--- config.mk ---
export PLATFORM = sky130hd
export DESIGN_NAME = mul_arbiter
export DESIGN_NICKNAME = d
export VERILOG_FILES = /design/src/rtl/mul_arbiter.sv
export SDC_FILE = /design/constraint.sdc
export NUM_CORES = 1
export LEC_CHECK = 0
export ABC_AREA = 1
export BUFFER_PORTS_ARGS = -buffer_cell sky130_fd_sc_hd__buf_2
export CORE_AREA = 2 2 129 131
export DETAILED_ROUTE_END_ITERATION = 12
export DIE_AREA = 0 0 131 133
export GPL_ROUTABILITY_DRIVEN = 1
export PLACE_DENSITY = 0.78
export SLEW_MARGIN = 30
export SYNTH_ARGS = -nofsm -noshare
export SYNTH_HDL_FRONTEND = slang
export SYNTH_SLANG_ARGS = --single-unit
--- constraint.sdc ---
create_clock -name i_clock -period 4 [get_ports i_clock]
set_input_delay 0.8 -clock i_clock [delete_from_list [all_inputs] [get_ports i_clock]]
set_output_delay 0.8 -clock i_clock [all_outputs]
set_load 0.05 [all_outputs]
--- src/rtl/mul_arbiter.sv ---
// mul_arbiter: round-robin two-port front end for a shared
// combinational 32x32 signed multiplier with HI/LO capture.
module mul_arbiter #(
   parameter int unsigned WAIT_CYCLES = 2
) (
   input  logic        i_clock,
   input  logic        i_reset,
   input  logic        i_req0_valid,
   output logic        o_req0_ready,
   input  logic [31:0] i_req0_x,
   input  logic [31:0] i_req0_y,
   input  logic        i_req1_valid,
   output logic        o_req1_ready,
   input  logic [31:0] i_req1_x,
   input  logic [31:0] i_req1_y,
   output logic [31:0] o_mul_x,
   output logic [31:0] o_mul_y,
   input  logic [63:0] i_mul_p,
   output logic [31:0] o_hi,
   output logic [31:0] o_lo,
   output logic [1:0]  o_resp_valid,
   output logic        o_busy
);

   typedef enum logic [1:0] {
      S_IDLE = 2'd0,
      S_BUSY = 2'd1,
      S_RESP = 2'd2
   } state_t;

   localparam logic [3:0] LP_LOAD = 4'(WAIT_CYCLES - 1);

   state_t      r_state;
   logic        r_last_grant;
   logic        r_grant;
   logic [3:0]  r_cnt;
   logic [31:0] r_mul_x;
   logic [31:0] r_mul_y;
   logic [31:0] r_hi;
   logic [31:0] r_lo;
   logic [1:0]  r_resp_valid;
   logic        r_busy;

   logic w_idle;
   logic w_gnt0;
   logic w_gnt1;
   logic w_hs0;
   logic w_hs1;

   // Reset gates ready so a handshake can never win over reset.
   assign w_idle = (r_state == S_IDLE) & ~i_reset;

   // On a tie the port that did not win last time is picked.
   assign w_gnt0 = i_req0_valid & (~i_req1_valid | r_last_grant);
   assign w_gnt1 = i_req1_valid & (~i_req0_valid | ~r_last_grant);

   assign o_req0_ready = w_idle & w_gnt0;
   assign o_req1_ready = w_idle & w_gnt1;

   assign w_hs0 = i_req0_valid & o_req0_ready;
   assign w_hs1 = i_req1_valid & o_req1_ready;

   always_ff @(posedge i_clock) begin
      if (i_reset) begin
         r_state      <= S_IDLE;
         r_last_grant <= 1'b1;
         r_grant      <= 1'b0;
         r_cnt        <= 4'd0;
         r_mul_x      <= 32'd0;
         r_mul_y      <= 32'd0;
         r_hi         <= 32'd0;
         r_lo         <= 32'd0;
         r_resp_valid <= 2'b00;
         r_busy       <= 1'b0;
      end else begin
         r_resp_valid <= 2'b00;
         unique case (r_state)
            S_IDLE: begin
               if (w_hs0 | w_hs1) begin
                  r_mul_x      <= w_hs1 ? i_req1_x : i_req0_x;
                  r_mul_y      <= w_hs1 ? i_req1_y : i_req0_y;
                  r_grant      <= w_hs1;
                  r_last_grant <= w_hs1;
                  r_cnt        <= LP_LOAD;
                  r_state      <= S_BUSY;
                  r_busy       <= 1'b1;
               end
            end
            S_BUSY: begin
               if (r_cnt == 4'd0) begin
                  r_hi         <= i_mul_p[63:32];
                  r_lo         <= i_mul_p[31:0];
                  r_resp_valid <= r_grant ? 2'b10 : 2'b01;
                  r_state      <= S_RESP;
               end else begin
                  r_cnt <= r_cnt - 4'd1;
               end
            end
            S_RESP: begin
               r_state <= S_IDLE;
               r_busy  <= 1'b0;
            end
            default: begin
               r_state <= S_IDLE;
               r_busy  <= 1'b0;
            end
         endcase
      end
   end

   assign o_mul_x      = r_mul_x;
   assign o_mul_y      = r_mul_y;
   assign o_hi         = r_hi;
   assign o_lo         = r_lo;
   assign o_resp_valid = r_resp_valid;
   assign o_busy       = r_busy;

endmodule

== After elaboration in Yosys (flattened, before gate mapping) ==
Index checks and enable logic that the tools add are counted.
Widths: inputs -> output; s select.

* Equal/unequal tests: 4
* Reduce and logical (&&, ||, !) cells: 9
* Add/sub/neg operators: 1
* Bitwise logic cells: 16
* Muxes and demuxes: 11

{| class="wikitable"
|+ Operators with widths
! operator !! count
|-
| $mux 32 || 2
|-
| $mux 4 || 2
|-
| $pmux 4 s2 || 1
|-
| $reduce_and 2->1 || 4
|-
| $and 1x1->1 || 7
|-
| $mux 2 || 3
|-
| $not 1->1 || 6
|-
| $logic_not 4->1 || 1
|-
| $ne 2x2->1 const B || 2
|-
| $pmux 2 s2 || 1
|-
| $sub 4x1->4 const B || 1
|-
| $or 1x1->1 || 3
|-
| $reduce_and 3->1 || 1
|-
| $reduce_or 3->1 || 1
|-
| $eq 2x1->1 const B || 1
|-
| $logic_not 2->1 || 1
|-
| $ne 2x1->1 const B || 1
|-
| $pmux 1 s2 || 1
|-
| $reduce_bool 2->1 || 1
|-
| $mux 1 || 1
|}

* Flip-flop bits (word level): 139
* Bits of input ports: 196

== Logic depth before layout (Yosys ltp) ==
* Depth after elaboration: 8
* Depth in mapped cells: 9
* Mapped depth without buffers: 8

== Worst setup path before layout ==
OpenSTA, ideal clock, no wires.

* Path type: input to output
* From: in i_reset
* To: out o_req1_ready
* Data required time: 3.200 ns
* Path slack: 1.608 ns
* Cell stages on the path: 5
* Arrival: 1.592 ns
* Path buffers: 2
* Cells stage by stage: buf_4 inv_4 nand2_2 nor2_4 buf_2

* Word-level cells in the longest chain between the ends: 3

{| class="wikitable"
|+ Ends and longest elaborated chain
! what !! line !! source
|-
| start, declared || 7 || <nowiki>input logic i_reset,</nowiki>
|-
| $not 1->1 || 51 || <nowiki>assign w_idle = (r_state == S_IDLE) & ~i_reset;</nowiki>
|-
| $and 1x1->1 || 51 ||
|-
| $and 1x1->1 || 58 || <nowiki>assign o_req1_ready = w_idle & w_gnt1;</nowiki>
|-
| end, declared || 13 || <nowiki>output logic o_req1_ready,</nowiki>
|}

No other way between the ends.

== Final worst setup path ==
Ends and elaborated chain as after synthesis.

==> summary.md <==
| Metric | Value |
|---|---|
| Status | finished, final reports clean |
| Synth Area in Adders | 0.00409 |
| TritonCTS clock tree | done |
| Synth Area in Simple Gates | 0.285 |
| Fraction of the yosys area taken by sequential cells | 0.455 |
| Gr usage total | 0.198 |
| Ys Warns | 0 |
| Largest net degree at the start of global routing | 73 |
| Layout cell share with drive strength beyond 1 | 0.316 |
| Yosys reg bits | 139 |
| Util after Layout | 0.516 |
| Crit share post-route | 0.738 |
| Clk buf depth | 2 |
| Synth-to-layout area growth | 36.4% |
| Detailed placer's ending HPWL | 12.4 mm |
| Final hold viol count | 0 |
| GP Congestion | 0.784 |
| IO Pins | 329 |
| LEAKAGE | 4.69 nW |
| CTS H-Tree Depth | 4 |
| Hold Path Class | reg -> reg |
| CP arrival | 2.15 ns |
| Grt total ovfl | 0 |
| DRC | 0 |
| Mux contribution to synthesized area | 0 |
| Clock latency on the worst-skew pair | 0.42 ns |
| Die height | 133 microns |
| Vias per inst | 4.53 |
| Final net count | 1393 |
| Final instance area | 8350 sq um |
| Avg WL per Cell | 12.6 microns |
| Post-synth cell types | 26 |
| # rows | 47 |
| Worst R2R Setup Slack | 1.53 ns |
| Num CTS Buffers | 17 |
| Port buffer count | 328 |
| Area leader, netlist | dfxtp_1 |
| Mapped Nets | 1095 |
| First-pass GRT wire length | 27.6 mm |
| Post-placement cell area | 7750 sq um |
| Pwr dens | 510 nW/um^2 |
| Core ar. | 16200 sq um |
| Clock Skews | 0.0107 ns |
| Largest family of logic cells by synthesized area | simple AND/OR/NAND/NOR gates |
| Antenna-violating nets left | 0 |
| Initial core utilization | 0.378 |
| Commonest non-fill, non-tap cell in the layout | buf_2 |
| Routed WL | 18.0 mm |
| # setup viols final | 0 |
| Startpoint class of the critical path | input port |
| Ranking of synthesized cells by area | dfxtp_1 (45%), nand2_1 (13%), nor2_1 (8.5%) |
| PostCTS Resize Cnt | 0 |
| Relative slew margins | 0.465 |
| Syn avg cell area | 6.82 sq um |
| Least-Margin Pin Slew | 0.803 ns |
| Die area | 17400 sq um |
| Number of global-route vias before repair | 5909 |
| Fillers | 1587 |
| Synth Area in Compound Gates | 0.111 |
| Mapped Area | 6120 sq um |
| Worst-path maximum fanout | 72 |
| Pre-Repair DR Iteration Count | 6 |
| Hold Crit Start | o_mul_y[0]$_SDFFE_PP0P_ |
| Peak Freq | 339 MHz |
| Min Tclk post-route | 2.95 ns |
| Setup repair after global routing missed its margin | no |
| Antenna Cells | 0 |
| Max-Cap Viols | 0 |
| Worst R2R Start | r_cnt[0]$_SDFFE_PP0P_ |
| Worst Path Class, Setup | in -> out |
| Clk root buf | clkbuf_16 |
| Worst setup startpoint | i_reset |
| CP endpoint kind | primary output |
| Post-CTS Repair Setup Buffers | 0 |
| Initial antenna violation count | 0 |
| Setup TNS | 0 ns |
| Die width | 131 microns |
| Syn Inst Count | 897 |
| Commonest non-fill, non-tap cells in the layout | buf_2 (328), nand2_1 (205), nor2_1 (139), dfxtp_1 (139), inv_1 (135) |
| Max Slew Vio Count | 0 |
| Overall power | 4.25 mW |
| Hold_buf cts | 0 |
| Reg clk slew, reported paths | 0.06 ns |
| Peak VDD IR | 0.340 mV |
| Iter 0 DRT Violations | 241 |
| Clock sinks | 139 |
| Synth top area share | 0.455 |
| Required @ worst endpoint | 3.20 ns |
| Post-Synth XOR/XNOR Area | 0.00143 |
| Via count | 6471 |
==> stage by stage <==
step                      hold WS [ns]  setup slack, ns  cells
after floorplan                  0.409             1.61    897
after global placement           0.449             1.07   1396
after detailed placement         0.452             1.05   1396
after CTS                        0.463             1.05   1428
after global routing             0.480            0.926   1428
final                            0.463             1.05   1428
==> logic make-up (layout without fill, tap and decap cells) <==
kind of cell | after synthesis | in the layout
xor gates and xnor gates | 1 | 1
adders and majority gates | 2 | 2
buffers and inverters | 196 | 507
AOI/OAI and AO/OA | 134 | 134
and+or+nand+nor | 425 | 425
DFF | 139 | 139
==> Yosys cell counts <==
| cell | n |
|---|---|
| nand2_1 | 206 |
| o211ai_1 | 1 |
| nor2_4 | 4 |
| xnor2_1 | 1 |
| nand4_4 | 1 |
| buf_6 | 11 |
| nand2_2 | 1 |
| a21o_1 | 1 |
| o21ai_1 | 11 |
| inv_2 | 3 |
| buf_4 | 10 |
| a21oi_1 | 66 |
| nor3_1 | 1 |
| dfxtp_1 | 139 |
| clkbuf_1 | 20 |
| nor3_2 | 1 |
| nor2_1 | 139 |
| nor2_2 | 2 |
| ha_1 | 2 |
| buf_2 | 16 |
| o31ai_1 | 1 |
| nand3_1 | 69 |
| inv_4 | 1 |
| inv_1 | 135 |
| o21ai_0 | 54 |
| nand4_1 | 1 |
==> path summary, 6_finish.rpt <==
path                             end  cells after the start
max                     o_req1_ready                      5
min          o_mul_y[0]$_SDFFE_PP0P_                      2
max reg2reg    o_lo[19]$_SDFFE_PP0P_                      9
min reg2reg  o_mul_y[0]$_SDFFE_PP0P_                      2
==> flip-flops by register name, indices dropped and copies added, names as in the netlist <==
name,cells
o_lo,32
o_mul_y,32
o_mul_x,32
o_hi,32
r_grant,1
r_last_grant,1
r_state,2
o_resp_valid,2
r_cnt,4
o_busy,1
==> report_power, final <==
part           internal [mW]  total [mW]  switching [mW]
Clock                  0.844        1.56           0.720
Combinational          0.283        1.10           0.819
Sequential              1.52        1.59          0.0671
Total                   2.65        4.25            1.61
==> metal layers <==
| layer | vias to the layer above | global-route usage | share of wire |
|---|---|---|---|
| li1 | 3335 | - | - |
| met4 | 0 | 0.0804 | 0.023 |
| met2 | 252 | 0.327 | 0.47 |
| met1 | 2859 | 0.231 | 0.41 |
| met5 | - | 0 | 0 |
| met3 | 25 | 0.0716 | 0.093 |
==> worst max-delay path: stages <==
cell and delay, ns:
buf_2 0.12, inv_4 0.43, nand2_2 0.19, nor2_4 0.24
buf_2 0.31
==> layout make-up <==
cell class	count	area, sq um	share of cell area
Clock buffer	17	425	0.0510
Clock inverter	15	174	0.0208
Inverter	139	524	0.0628
Multi-Input combinational cell	562	2470	0.295
Sequential cell	139	2780	0.333
Tap cell	220	275	0.0330
Timing Repair Buffer	336	1700	0.204
Note: power is estimated with default switching activity, not from simulation.
